`src/rtl/fetch_pkg.sv`:
```
// Shared constants and the prefetch FIFO entry type for the instruction fetch slice.
package fetch_pkg;

    localparam int         DEF_ADDR_W  = 8;
    localparam logic [7:0] DEF_NOP_OPC = 8'h00;

    typedef struct packed {
        logic [DEF_ADDR_W-1:0] pc;
        logic [7:0]            opc;
    } fetch_entry_t;

endpackage

```
`src/rtl/fetch_unit_if.sv`:
```
// Fetch-unit bus: program-memory read port, decode-side byte stream and redirect input.
interface fetch_unit_if #(
    parameter int ADDR_W = fetch_pkg::DEF_ADDR_W
);
    logic              mem_req;
    logic [ADDR_W-1:0] mem_addr;
    logic [7:0]        mem_data;
    logic              stall_en;
    logic              redirect_en;
    logic [ADDR_W-1:0] redirect_pc;
    logic [7:0]        opcode;
    logic              opcode_valid;
    logic [ADDR_W-1:0] opcode_pc;

    modport master (
        output mem_req, mem_addr, opcode, opcode_valid, opcode_pc,
        input  mem_data, stall_en, redirect_en, redirect_pc
    );

    modport slave (
        input  mem_req, mem_addr, opcode, opcode_valid, opcode_pc,
        output mem_data, stall_en, redirect_en, redirect_pc
    );
endinterface

```
`src/rtl/fetch_fifo.sv`:
```
// Small synchronous FIFO of fetch entries; flush beats push and pop, head is read straight from storage.
module fetch_fifo
    import fetch_pkg::*;
#(
    parameter int  DEPTH   = 4,
    parameter type entry_t = fetch_entry_t,
    localparam int PW      = $clog2(DEPTH)
) (
    input  logic   clk,
    input  logic   srst,
    input  logic   push,
    input  entry_t push_data,
    input  logic   pop,
    input  logic   flush,
    output logic [PW:0] count,
    output entry_t head
);

    entry_t        mem [DEPTH];
    logic [PW-1:0] wr_ptr_reg;
    logic [PW-1:0] rd_ptr_reg;
    logic [PW:0]   count_reg;

    always_ff @(posedge clk) begin
        if (push && !flush) begin
            mem[wr_ptr_reg] <= push_data;
        end
    end

    always_ff @(posedge clk) begin
        if (srst || flush) begin
            wr_ptr_reg <= '0;
            rd_ptr_reg <= '0;
            count_reg  <= '0;
        end else begin
            if (push) begin
                wr_ptr_reg <= wr_ptr_reg + PW'(1);
            end
            if (pop) begin
                rd_ptr_reg <= rd_ptr_reg + PW'(1);
            end
            case ({push, pop})
                2'b10:   count_reg <= count_reg + (PW+1)'(1);
                2'b01:   count_reg <= count_reg - (PW+1)'(1);
                default: count_reg <= count_reg;
            endcase
        end
    end

    assign count = count_reg;
    assign head  = mem[rd_ptr_reg];

endmodule

```
`src/rtl/fetch_unit.sv`:
```
// Sequential byte fetcher: issues program-memory reads, queues responses and streams them to decode.
module fetch_unit
    import fetch_pkg::*;
#(
    parameter int         ADDR_W  = DEF_ADDR_W,
    parameter int         DEPTH   = 4,
    parameter logic [7:0] NOP_OPC = DEF_NOP_OPC
) (
    input logic          clk,
    input logic          sync_rst,
    fetch_unit_if.master bus
);

    localparam int PW = $clog2(DEPTH);

    typedef struct packed {
        logic [ADDR_W-1:0] pc;
        logic [7:0]        opc;
    } entry_t;

    logic [ADDR_W-1:0] fetch_pc_reg;
    logic [ADDR_W-1:0] req_pc_reg;
    logic              inflight_reg;
    logic              discard_reg;

    logic [PW:0]   count;
    entry_t        head;
    entry_t        push_data;
    logic          valid;
    logic          consume;
    logic          push;
    logic [PW+1:0] occupancy;

    assign valid     = (count != '0);
    assign consume   = valid & ~bus.stall_en & ~bus.redirect_en;
    // Slots already owed to outstanding reads count as used, so a response always has room.
    assign occupancy = {1'b0, count} + (PW+2)'(inflight_reg) - (PW+2)'(consume);
    assign bus.mem_req  = ~bus.redirect_en & (occupancy < (PW+2)'(DEPTH));
    assign bus.mem_addr = fetch_pc_reg;

    assign push      = inflight_reg & ~discard_reg;
    assign push_data = '{pc: req_pc_reg, opc: bus.mem_data};

    always_ff @(posedge clk) begin
        if (sync_rst) begin
            fetch_pc_reg <= '0;
            req_pc_reg   <= '0;
            inflight_reg <= 1'b0;
            discard_reg  <= 1'b0;
        end else begin
            inflight_reg <= bus.mem_req;
            discard_reg  <= bus.redirect_en;
            if (bus.mem_req) begin
                req_pc_reg <= fetch_pc_reg;
            end
            if (bus.redirect_en) begin
                fetch_pc_reg <= bus.redirect_pc;
            end else if (bus.mem_req) begin
                fetch_pc_reg <= fetch_pc_reg + ADDR_W'(1);
            end
        end
    end

    fetch_fifo #(
        .DEPTH   (DEPTH),
        .entry_t (entry_t)
    ) u_fifo (
        .clk       (clk),
        .srst      (sync_rst),
        .push      (push),
        .push_data (push_data),
        .pop       (consume),
        .flush     (bus.redirect_en),
        .count     (count),
        .head      (head)
    );

    assign bus.opcode_valid = valid;
    assign bus.opcode       = valid ? head.opc : NOP_OPC;
    assign bus.opcode_pc    = valid ? head.pc  : '0;

endmodule

```
`src/flat_wrapper.sv`:
```
// flat-port wrapper written by rule: the top's interface ports become plain ports
module fetch_unit_flat import fetch_pkg::*;
#(
    parameter int         ADDR_W  = DEF_ADDR_W,
    parameter int         DEPTH   = 4,
    parameter logic [7:0] NOP_OPC = DEF_NOP_OPC
)
  (clk, sync_rst, bus_mem_req, bus_mem_addr, bus_opcode, bus_opcode_valid, bus_opcode_pc, bus_mem_data, bus_stall_en, bus_redirect_en, bus_redirect_pc);
  fetch_unit_if #(.ADDR_W(ADDR_W)) bus_i ();
  input logic clk;
  input logic sync_rst;
  output wire logic [$bits(bus_i.mem_req)-1:0] bus_mem_req;
  output wire logic [$bits(bus_i.mem_addr)-1:0] bus_mem_addr;
  output wire logic [$bits(bus_i.opcode)-1:0] bus_opcode;
  output wire logic [$bits(bus_i.opcode_valid)-1:0] bus_opcode_valid;
  output wire logic [$bits(bus_i.opcode_pc)-1:0] bus_opcode_pc;
  input wire logic [$bits(bus_i.mem_data)-1:0] bus_mem_data;
  input wire logic [$bits(bus_i.stall_en)-1:0] bus_stall_en;
  input wire logic [$bits(bus_i.redirect_en)-1:0] bus_redirect_en;
  input wire logic [$bits(bus_i.redirect_pc)-1:0] bus_redirect_pc;
  assign bus_mem_req = bus_i.mem_req;
  assign bus_mem_addr = bus_i.mem_addr;
  assign bus_opcode = bus_i.opcode;
  assign bus_opcode_valid = bus_i.opcode_valid;
  assign bus_opcode_pc = bus_i.opcode_pc;
  assign bus_i.mem_data = bus_mem_data;
  assign bus_i.stall_en = bus_stall_en;
  assign bus_i.redirect_en = bus_redirect_en;
  assign bus_i.redirect_pc = bus_redirect_pc;
  fetch_unit #(.ADDR_W(ADDR_W), .DEPTH(DEPTH), .NOP_OPC(NOP_OPC)) u_core (.clk(clk), .sync_rst(sync_rst), .bus(bus_i));
endmodule
```
`config.mk`:
```
export PLATFORM = sky130hd
export DESIGN_NAME = fetch_unit_flat
export DESIGN_NICKNAME = d
export VERILOG_FILES = /design/src/rtl/fetch_pkg.sv /design/src/rtl/fetch_unit_if.sv /design/src/rtl/fetch_fifo.sv /design/src/rtl/fetch_unit.sv /design/src/flat_wrapper.sv
export SDC_FILE = /design/constraint.sdc
export NUM_CORES = 1
export LEC_CHECK = 0
export CORE_ASPECT_RATIO = 2
export CORE_UTILIZATION = 50
export CTS_CLUSTER_SIZE = 10
export DETAILED_ROUTE_END_ITERATION = 10
export GPL_ROUTABILITY_DRIVEN = 0
export PLACE_DENSITY = 0.76
export REMOVE_ABC_BUFFERS = 1
export SKIP_LAST_GASP = 1
export SYNTH_ARGS = -nofsm -noshare
export SYNTH_HDL_FRONTEND = slang
export SYNTH_HIERARCHICAL = 1
export SYNTH_SLANG_ARGS = --single-unit
```
`constraint.sdc`:
```
create_clock -name clk -period 2.97 [get_ports clk]
set_input_delay 0.297 -clock clk [delete_from_list [all_inputs] [get_ports clk]]
set_output_delay 0.297 -clock clk [all_outputs]
set_load 0.02 [all_outputs]
```
# Word-level counts from Yosys, hierarchy flattened
# Memories as Yosys holds them, arrays and structs flattened. A register that Yosys moved wholly into a read port is not among the register bits.
# Index checks and enable logic that the tools add are counted.
word_totals:
  ff_bits: 25
  ram_bits: 64
  inputBits: 20
  out_inout_bits: 26
  word_cells: 40
  memories: 1
classes:
  n_addsub: 7
  n_lt_le_gt_ge: 1
  n_eq_ne: 2
  n_mux: 9
  bitwise: 7
  n_reduce_logical: 6
mem_list:
  columns: ["name", "words", "width", "read_ports", "rd_clocked_by_memory_dff", "wr", "line", "rtl"]
  rows:
  - ["u_core.u_fifo.mem", 4, 16, 1, 1, 1, "fetch_fifo.sv:19", "entry_t mem [DEPTH];"]
op_table:
  columns: ["cell", "count"]
  rows:
  - ["$mux 8", 4]
  - ["$add 8x1->8 const B", 1]
  - ["$pmux 3 s2", 1]
  - ["$add 2x1->2 const B", 2]
  - ["$add 3x1->4", 1]
  - ["$and 1x1->1", 4]
  - ["$lt 4x3->1 const B", 1]
  - ["$mux 2", 2]
  - ["$reduce_bool 2->1", 2]
  - ["$sub 4x1->4", 1]
  - ["$add 3x1->3 const B", 1]
  - ["$not 1->1", 3]
  - ["$reduce_bool 3->1", 1]
  - ["$sub 3x1->3 const B", 1]
  - ["$eq 2x1->1 const B", 1]
  - ["$eq 2x2->1 const B", 1]
  - ["$mux 1", 2]
  - ["$logic_and 1x1->1", 1]
  - ["$logic_not 1->1", 1]
  - ["$logic_or 1x1->1", 1]

# Depth between registers and ports, before layout
# Gate-level depths: netlist (run 1).
depth:
  word_depth: 8
  ltp_mapped: 12
  ltp_nobuf: 10

# Hierarchy
# Netlist (run 1), hierarchy kept.
by_module_without_submodules:
  columns: ["module", "n_inst", "cells_each", "area_per_inst_um2", "seq_area_each_um2"]
  rows:
  - ["fetch_fifo", 1, 127, 2768.9, 2102.0]
  - ["fetch_unit", 1, 112, 997.2, 360.3]

# Worst setup path after synthesis (run 1)
# Ideal clock, no wire load.
synth_path:
  kind: "reg2out"
  start: "register u_core.u_fifo.count_reg[0], in the netlist u_core/u_fifo/count[0]"
  end: "output port bus_mem_req"
  arrival_time_ps: 2787
  required_ps: 2673
  path_slack_ps: -114
  path_stages_with_launch: 12
  path_buffers: 2
  path_cell_list: "dfxtp_1 -> nor3_1 -> clkbuf_1 -> nor3_1 -> ha_1 -> inv_1 -> ha_1 -> and3b_4 -> o211a_1 -> o21ai_0 -> buf_2 -> inv_1"
synth_via:
  elab_chain_len: 6
  word_cells_on_any_way: 7
  classes_between: "add/sub: 2; order compare: 1; bitwise: 3; reduce/logical: 1"
synth_rtl:
  columns: ["item", "line", "rtl"]
  rows:
  - ["from (decl)", "fetch_fifo.sv:22", "logic [PW:0] count_reg;"]
  - ["from (signal assigned)", "fetch_fifo.sv:43", "2'b10: count_reg <= count_reg + (PW+1)'(1);"]
  - ["from (signal assigned)", "fetch_fifo.sv:44", "2'b01: count_reg <= count_reg - (PW+1)'(1);"]
  - ["from (signal assigned)", "fetch_fifo.sv:45", "default: count_reg <= count_reg;"]
  - ["$reduce_bool 3->1", "fetch_unit.sv:34", "assign valid = (count != '0);"]
  - ["$and 1x1->1 (2 in a row)", "fetch_unit.sv:35", "assign consume = valid & ~bus.stall_en & ~bus.redirect_en;"]
  - ["via u_core.consume", "fetch_unit.sv:30", "logic consume;"]
  - ["$sub 4x1->4", "fetch_unit.sv:37", "assign occupancy = {1'b0, count} + (PW+2)'(inflight_reg) - (PW+2)'(consume);"]
  - ["$lt 4x3->1", "fetch_unit.sv:38", "assign bus.mem_req = ~bus.redirect_en & (occupancy < (PW+2)'(DEPTH));"]
  - ["$and 1x1->1", "fetch_unit.sv:38", null]
  - ["to (decl)", "flat_wrapper.sv:12", "output wire logic [$bits(bus_i.mem_req)-1:0] bus_mem_req;"]
# The timed path passes the listed nets, and every way through them passes these cells.

# Final worst setup path (run 1)
layout_path:
  start: "input port bus_stall_en"
  end: "output port bus_mem_req"
layout_via:
  elab_chain_len: 6
layout_rtl:
  columns: ["item", "line", "rtl"]
  rows:
  - ["from (decl)", "flat_wrapper.sv:18", "input wire logic [$bits(bus_i.stall_en)-1:0] bus_stall_en;"]
  - ["$not 1->1", "fetch_unit.sv:35", null]
  - ["$and 1x1->1 (2 in a row)", "fetch_unit.sv:35", null]
  - ["via u_core.consume", "fetch_unit.sv:30", null]
  - ["$sub 4x1->4", "fetch_unit.sv:37", null]
  - ["$lt 4x3->1", "fetch_unit.sv:38", null]
  - ["$and 1x1->1", "fetch_unit.sv:38", null]
# The timed path passes the listed nets, and every way through them passes these cells.

==> flow_results.org, run 1 <==
** Floorplan
- The initialized floorplan defines 44 standard-cell rows.
- DIE AREA :: 7904 µm²
- The core region is 7267 µm².
- For this configuration, the core starts out at a cell density of 51.83%.
- Horiz. Die Dim :: 63.37 µm
- Height of the chip :: 124.7 µm
- Top-level I/O count :: 46

** Detailed routing
- The detailed router put a total of 2366 µm of wire on met1.
- For this block, the initial DRC count from the detailed router was 72.
- The detail route stage leaves a number of antenna-violating nets equal to 0.
- Mean routed wirelength per cell :: 15.95 µm
- Met2 routed wirelength :: 3637 µm
- Met3 WL :: 164 µm
- Remaining routing DRC violations :: 0
- Vias after detailed routing :: 2,146
- In the routed layout, each cell is associated on average with a via count of 5.352.
- Highest metal used :: met4
- Detailed Route WL :: 6396 µm
- The first detailed-routing pass ran for 4 iterations.

** STA
- Clock period minus worst slack :: 2.806 ns
- At the pin with the least slew margin, the transition time is 0.3259 ns.
- For the final database, setup skew stands at 0.004489 ns.
- The count of final max-slew check failures is 0.
- Setup repair after global routing left no endpoint under its margin.
- Post-Route Hold Slack :: 0.5045 ns
- Final count of hold timing violations :: 0
- Worst relative slew slack :: 78.20%
- Derived from the worst setup path, the maximum achievable clock frequency is 356.4 MHz.
- Crit share post-route :: 94.47%
- Final setup viols :: 0

** Synthesis
- The mapped netlist covers 3766 µm².
- Cell taking the most area after synthesis :: edfxtp_1
- Async S/R FF share, synth :: 0%
- After synthesis the netlist holds a flip-flop and latch count of 91.
- In the synthesized netlist the dominant register cell turns out to be edfxtp_1.
- After synthesis, the mean cell area works out to 15.76 µm².
- Synthesized instance count :: 239
- In this run the biggest area consumer among cell types represents 51.03% of the synthesized area.
- Counting flops with a built-in enable in the synthesized netlist gives 64.
- Number of warnings issued by yosys :: 6
- After synthesis, the cell types taking the most area are edfxtp_1, dfxtp_1, mux4_2.
- Sequential cell area fraction in the yosys report :: 65.38%
- Counting distinct cell types in the post-synthesis netlist gives 36.

** Layout
- Non-filler instance count after layout :: 401
- Non-Filler Cell Area, Final :: 4676 µm²
- After the last flow step, the layout net total stands at 334.
- The register with the most flip-flops in the layout has 64 of them.
- In the final layout, the share of cells above drive strength 1 is 15.86%.
- The top cell types in the final layout, fill and taps aside, are edfxtp_1, clkdlybuf4s50_1, dfxtp_1.
- Leading cell type in the layout, fill and taps excluded :: edfxtp_1
- The repair_antennas step left the layout with diodes totalling 0.
- Area delta synth->final :: 24.15%

** Power and ir drop
- Summed over all nets, the switching power comes to 0.5318 mW.
- P_leak :: 1.642 nW
- In this run the power density over the cells is 548.2 nW/µm².
- The internal power of the cells totals 2.031 mW.
- Maximum vdd drop :: 0.3771 mV
- Net switching is 20.75% of the power.
- Of the total power, combinational logic draws 6.5%.
- In this run, the clock network consumes 38.7% of the power.
- In this run, flip-flops and latches consume 54.8% of the power.

** Global routing
- Pin count of the biggest net entering global routing :: 18
- The number of global-route vias before repair is 2,151.
- Across every metal layer, demand over resource in global routing totals 18.09%.
- The first global-routing pass estimated 10,340 µm of wire.
- The initial antenna violation count was 0.
- The total overflow left after global routing is 0.

** Clock network
- For the worst-skew pair, the clock arrives at the later sink with an insertion delay of 0.33 ns.
- Cell at the root of the clock tree :: clkbuf_16
- Max clock buf depth :: 2
- Counting the buffers created by CTS gives 9.
- Clock Sink Count :: 91
- Clock tree from TritonCTS :: built
- Setup Fix Bufs, Post-CTS :: 0
- Max H-tree Level :: 3
- Clock slew at reported path FFs :: 0.06 ns

** Worst setup path
- For the worst flop-to-flop path, the logic depth is 11.
- In this run the worst path has a maximum fanout of 2.
- Endpoint arrival time on the critical path :: 2.51 ns
- Counting both buffers and inverters, the worst setup path holds a total of 5.
- Critical register-to-register path startpoint :: u_core/u_fifo/count[2]
- Worst path top cell family by delay :: buffers and inverters
- The worst setup path is launched from an input port.
- Data required time at the worst endpoint :: 2.67 ns
- Largest stage delay on the critical path :: 0.47 ns
- The worst register-to-register path ends at u_core/bus.mem_addr[3].
- STA classifies the critical path endpoint as an output pin.
- The slowest stage of the critical path is the clkdlybuf4s50_1 cell.
- Worst-case register-to-register setup slack :: 0.52 ns
- Traced cell by cell, the critical path runs through clkdlybuf4s50_1, nor3_2, ha_1, inv_1, ha_1, and3b_4, o211a_1, o21ai_1, buf_4, inv_1, dlygate4sd2_1.
- Crit path kind :: in2out

** Worst hold path
- For hold timing, the worst endpoint is u_core/u_fifo/mem[3][8].
- Hold Startpoint :: u_core/req_pc_reg[0]
- In this run the worst hold path is classified as reg2reg.
- Worst hold path depth :: 0

** Placed design
- Input and output buffers added on the ports amount to 45.
- Half-perimeter wire length of the detailed placement result :: 4404 µm
- Standard cell area after detailed placement :: 4403 µm²
- Cell count after placement :: 385

** Run
- Maximum Capacitance Violations :: 0

** Outcome
- Outcome :: finished, final reports clean
==> worst register-to-register path, stage by stage (launching register included) <==
cell      delay, ns
dfxtp_1        0.33
nor3_4         0.24
nor3_2         0.07
ha_1           0.18
inv_1          0.06
ha_1           0.22
and3b_4        0.19
nor4_4         0.22
buf_4          0.18
nor2_2         0.05
or3_1          0.35
a311oi_1       0.27
==> cell families after synthesis <==
family          Yosys count  share of synthesized area [%]
buf+inv                  21                          3.123
xor+xnor                 11                          2.558
compound gates           19                          3.555
fa+ha+maj                10                          3.522
flops                    91                          65.38
simple gates             60                          8.771
mux                      27                          13.09
==> power by group through the flow <==
stage | logic (mW) | clock network [mW] | registers (mW)
after global routing | 0.182 | 1.07 | 1.41
after detailed placement | 0.168 | 0 | 1.43
after global placement | 0.166 | 0 | 1.43
after floorplan | 0.0696 | 0 | 1.43
after CTS | 0.169 | 1.01 | 1.40
final | 0.168 | 0.992 | 1.40
==> synth_stat cells (3+ instances only) <==
cell       instances
edfxtp_1          64
xor2_1             6
and2_1             4
nor2_1            24
xnor2_1            5
mux4_1             6
o21ai_0            5
inv_1             11
a211oi_1           4
dfxtp_1           27
o2111ai_1          3
or3_1              3
mux4_2            10
clkbuf_1           3
ha_1               9
buf_2              3
mux2i_1           11
nor2b_1           17
==> layer usage <==
metal | vias to the layer above | global-route usage, %
met5 | - | 0
met4 | 0 | 12.83
met3 | 15 | 3.114
met2 | 57 | 31.98
met1 | 1053 | 18.54
li1 | 1021 | -
==> through the flow <==
stage	utilization [%]	total power [mW]	setup TNS [ns]	setup WS, ns
floorplan	-	1.504	-11.47	-1.159
global route	64.34	2.655	0	0.04924
CTS	64.34	2.587	0	0.1334
finish	64.34	2.563	0	0.1642
detailed placement	60.59	1.598	-0.1530	-0.1530
global placement	60.59	1.595	-0.09844	-0.09844
==> final cells by class <==
| class | count | area [µm²] |
|---|---|---|
| Timing Repair Buffer | 64 | 591.8 |
| Multi-Input combinational cell | 127 | 1202 |
| Fill cell | 572 | 2591 |
| Inverter | 11 | 41.29 |
| Clock inverter | 5 | 30.03 |
| Clock buffer | 11 | 232.7 |
| Tap cell | 92 | 115.1 |
| Sequential cell | 91 | 2462 |
==> repair_timing <==
item                       in CTS  in global routing
setup endpoints to repair       1                  1
hold buffers                    0                  0
gates resized for setup         3                  1
==> worst max-delay path by stage <==
stage                                 startpoint           to  slack (ns)  depth (start not counted)
after floorplan           u_core/u_fifo/count[0]  bus_mem_req       -1.16                          9
after global placement              bus_stall_en  bus_mem_req        -0.1                         11
after detailed placement            bus_stall_en  bus_mem_req       -0.15                         11
after CTS                           bus_stall_en  bus_mem_req        0.13                         11
after global routing                bus_stall_en  bus_mem_req        0.05                         11
final                               bus_stall_en  bus_mem_req        0.16                         11
(Power assumes the default switching activity.)
==> run 2, diff against run 1 <==
--- a/config.mk
+++ b/config.mk
@@ -5,11 +5,11 @@
 export SDC_FILE = /design/constraint.sdc
 export NUM_CORES = 1
 export LEC_CHECK = 0
+export ABC_CLOCK_PERIOD_IN_PS = 2970
 export CORE_ASPECT_RATIO = 2
 export CORE_UTILIZATION = 50
 export CTS_CLUSTER_SIZE = 10
 export DETAILED_ROUTE_END_ITERATION = 10
-export GPL_ROUTABILITY_DRIVEN = 0
 export PLACE_DENSITY = 0.76
 export REMOVE_ABC_BUFFERS = 1
 export SKIP_LAST_GASP = 1
==> results of run 2 <==
Final layout, timing and power as in run 1 (identical DEF).
==> run 3, diff against run 2 <==
--- a/config.mk
+++ b/config.mk
@@ -8,10 +8,12 @@
 export ABC_CLOCK_PERIOD_IN_PS = 2970
 export CORE_ASPECT_RATIO = 2
 export CORE_UTILIZATION = 50
+export CTS_BUF_LIST = sky130_fd_sc_hd__clkbuf_16
 export CTS_CLUSTER_SIZE = 10
 export DETAILED_ROUTE_END_ITERATION = 10
 export PLACE_DENSITY = 0.76
 export REMOVE_ABC_BUFFERS = 1
+export SETUP_SLACK_MARGIN = 0.1
 export SKIP_LAST_GASP = 1
 export SYNTH_ARGS = -nofsm -noshare
 export SYNTH_HDL_FRONTEND = slang
==> flow_results.org, run 3 (synthesized netlist as in run 1, its figures left out) <==
** Outcome
- The run finished with clean final reports.

** Worst setup path
- The worst setup path is of the in2out kind.
- Critical path endpoint category :: output pin
- The worst reg2reg path depth is 11 (unchanged).
- The worst register-to-register path begins at u_core/u_fifo/count[2].
- Endpoint arrival time on the critical path :: 2.36 ns (-0.15 ns)
- Data required time at the worst endpoint :: 2.67 ns (about the same)
- The worst reg-to-reg setup slack is 0.51 ns (about the same).
- RR Endpoint :: u_core/bus.mem_addr[3]
- STA classifies the critical path startpoint as an input port.
- Crit-path max FO :: 2 (unchanged)

** Power and ir drop
- Switching power summed over all nets :: 0.5319 mW (about the same)
- The worst-case vdd ir drop was 0.3766 mV (-0.14%).
- P_leak :: 1.649 nW (+0.43%)
- The areal power density over the cells is 547.1 nW/µm² (-0.20%).
- The switching share of power is 20.81% (+0.060 points).
- Power share of the clock group :: 38.5% (-0.2 points)
- Design Power :: 2.556 mW (-0.28%)
- Cell internal power dissipation :: 2.024 mW (-0.35%)
- Part of the total power dissipated in combinational logic :: 6.6% (about the same)
- Seq pwr share :: 54.9% (about the same)

** Layout
- Leaving out fill and tap cells, the most frequent cell in the layout is edfxtp_1.
- The antenna cell count is 0 (unchanged).
- Leaving out fill and tap cells, the most frequent cells in the layout are edfxtp_1, clkdlybuf4s50_1, dfxtp_1.
- The count of filler cells inserted in the layout came to 572 (unchanged).
- Layout cell share with drive strength beyond 1 :: 16.18% (+0.32 points)
- The end-of-flow core utilization is 64.29% (about the same).
- Flip-flop count of the largest register after layout :: 64 (unchanged)
- The area occupied by registers is 2462 µm² (unchanged).
- The combined area of the multi-input logic cells came to 1202 µm² (unchanged).
- Area delta synth->final :: 24.05% (about the same)
- The total number of nets in the final design is 334 (unchanged).

** STA
- The slew at the pin closest to its max-slew limit was 0.3230 ns (-0.002981 ns).
- RSZ-0062 raised after global routing :: false
- Clock period minus worst slack :: 2.661 ns (-0.1451 ns)
- Number of max-slew violations in the final report :: 0 (unchanged)
- Worst relative slew slack :: 78.40% (+0.20 points)
- Post-Route Hold Slack :: 0.5044 ns (-0.00008200 ns)
- The final count of hold timing violations is 0 (unchanged).
- Crit share post-route :: 89.59% (-4.9 points)
- The total negative slack was 0 ns (unchanged).
- The achievable frequency came to 375.8 MHz (+5.5%).
- Final setup viols :: 0 (unchanged)
- The worst-case clock skew was 0.004200 ns (-0.0002884 ns).

** Clock network
- Clock tree synthesis selected as its root buffer the cell clkbuf_16.
- The CTS buffer count is 9 (unchanged).
- Clock Sink Count :: 91 (unchanged)
- Max clock buf depth :: 2 (unchanged)
- The count of H-tree levels built during CTS was 3 (unchanged).
- Clock tree from TritonCTS :: built
- The post-CTS setup buffer count was 0 (unchanged).
- The worst-skew pair later-pin latency was 0.33 ns (about the same).
- Clock slew at reported path FFs :: 0.06 ns (about the same)
- The hold buffer count at cts was 0 (unchanged).

** Placed design
- The quantity of I/O buffers inserted on ports is 45 (unchanged).
- Half-perimeter wire length of the detailed placement result :: 4404 µm (unchanged)
- Global placer's final weighted congestion :: 0.7522

** Global routing
- The overall fraction of global-route tracks in use came to 18.09% (unchanged).
- The number of global-route vias before repair came to 2,151 (unchanged).
- Remaining Overflow, GRT :: 0 (unchanged)
- Antenna violations before repair :: 0 (unchanged)
- Wire length of the first global-routing pass :: 10,340 µm (unchanged)
- The pin count of the biggest net entering global routing is 18 (unchanged).

** Detailed routing
- The aggregate routed wire length is 6401 µm (about the same).
- The detailed-routing iteration count for the pre-antenna-repair pass was 4 (unchanged).
- The count of unresolved DRC violations after routing came to 0 (unchanged).
- Wire length on met1 :: 2382 µm (+0.68%)
- The per-cell routed wire length came to 15.96 µm (about the same).
- Routed signal wires occupy layers up through met4.
- The initial detailed-routing violation count is 75 (+4.2%).
- The wire length on met3 is 163 µm (-0.61%).
- The detailed-route via count is 2,165 (+0.89%).
- The met2 layer wire length in the routed design was 3626 µm (-0.30%).
- The per-cell via count in the routed design is 5.399 (+0.89%).
- The remaining antenna violation count after routing was 0 (unchanged).

** Worst hold path
- Worst hold path depth :: 0 (unchanged)
- For hold timing, the worst endpoint is u_core/u_fifo/mem[3][8].
- The startpoint identified for the worst hold timing path is u_core/req_pc_reg[0].
- Class of the tightest hold or removal check :: reg2reg

** Run
- Maximum Capacitance Violations :: 0 (unchanged)

** Floorplan
- Core area :: 7267 µm² (unchanged)
- DIE AREA :: 7904 µm² (unchanged)
- Number of standard-cell rows in the floorplan :: 44 (unchanged)
- The number of top-level pins is 46 (unchanged).
- Initial standard-cell utilization of the core :: 51.83% (unchanged)
- Horiz. Die Dim :: 63.37 µm (unchanged)
- Height of the chip :: 124.7 µm (unchanged)
run 3: changes by cell type in the layout (fill, tap and decap cells not counted):
| cell | before | now |
|---|---|---|
| clkbuf_1 | 2 | 0 |
| inv_1 | 11 | 13 |
| clkbuf_2 | 0 | 1 |
| dlygate4sd2_1 | 1 | 0 |
run 3: worst max-delay path by stage:
stage / from / end / slack [ns] / cells after the start
6_report: bus_stall_en / bus_mem_req / 0.31 / 11
3_3_place_gp: bus_stall_en / bus_mem_req / -0.1 / 11
4_1_cts: bus_stall_en / bus_mem_req / 0.13 / 11
2_1_floorplan: u_core/u_fifo/count[0] / bus_mem_req / -1.16 / 9
3_5_place_dp: bus_stall_en / bus_mem_req / -0.15 / 11
5_1_grt: bus_stall_en / bus_mem_req / 0.19 / 11
run 3: layout make-up:
cell class	count	area share, %
clock buffers	9	4.821
clock inverters	7	0.8034
inverters	11	0.8838
multi-input cells	127	25.74
flip-flops and latches	91	52.70
well taps	92	2.464
repair buffers	64	12.59
run 3: metrics by stage:
| stage | instances | setup slack [ns] | instance area (µm²) |
|---|---|---|---|
| 2_1_floorplan | 229 | -1.159 | 3690 |
| 3_3_place_gp | 385 | -0.09844 | 4403 |
| 3_5_place_dp | 385 | -0.1530 | 4403 |
| 4_1_cts | 401 | 0.1334 | 4676 |
| 5_1_grt | 401 | 0.1900 | 4672 |
| 6_report | 401 | 0.3093 | 4672 |
run 3: power groups by stage:
stage / logic, mW / registers (mW) / clock network, mW
2_1_floorplan: 0.0696 / 1.43 / 0
3_3_place_gp: 0.166 / 1.43 / 0
3_5_place_dp: 0.168 / 1.43 / 0
4_1_cts: 0.169 / 1.40 / 1.01
5_1_grt: 0.182 / 1.41 / 1.06
6_report: 0.168 / 1.40 / 0.984
run 3: worst max-delay path, stage by stage:
cell	delay, ns
clkdlybuf4s50_1	0.47
nor3_2	0.24
ha_1	0.17
inv_1	0.04
ha_1	0.27
and3b_4	0.19
o211a_1	0.23
o21ai_1	0.14
buf_4	0.14
inv_1	0.03
clkbuf_2	0.14
run 3: timing repair:
item / 4_1_cts / 5_1_grt
endpoints found under the setup margin: 1 / 1
gates resized for setup: 3 / 3
pin swaps: 0 / 1
run 3: per-layer routing:
metal,GRT usage (%),up-vias
met4,12.83,0
met3,3.114,15
met2,31.98,63
met5,0,-
li1,-,1022
met1,18.54,1065
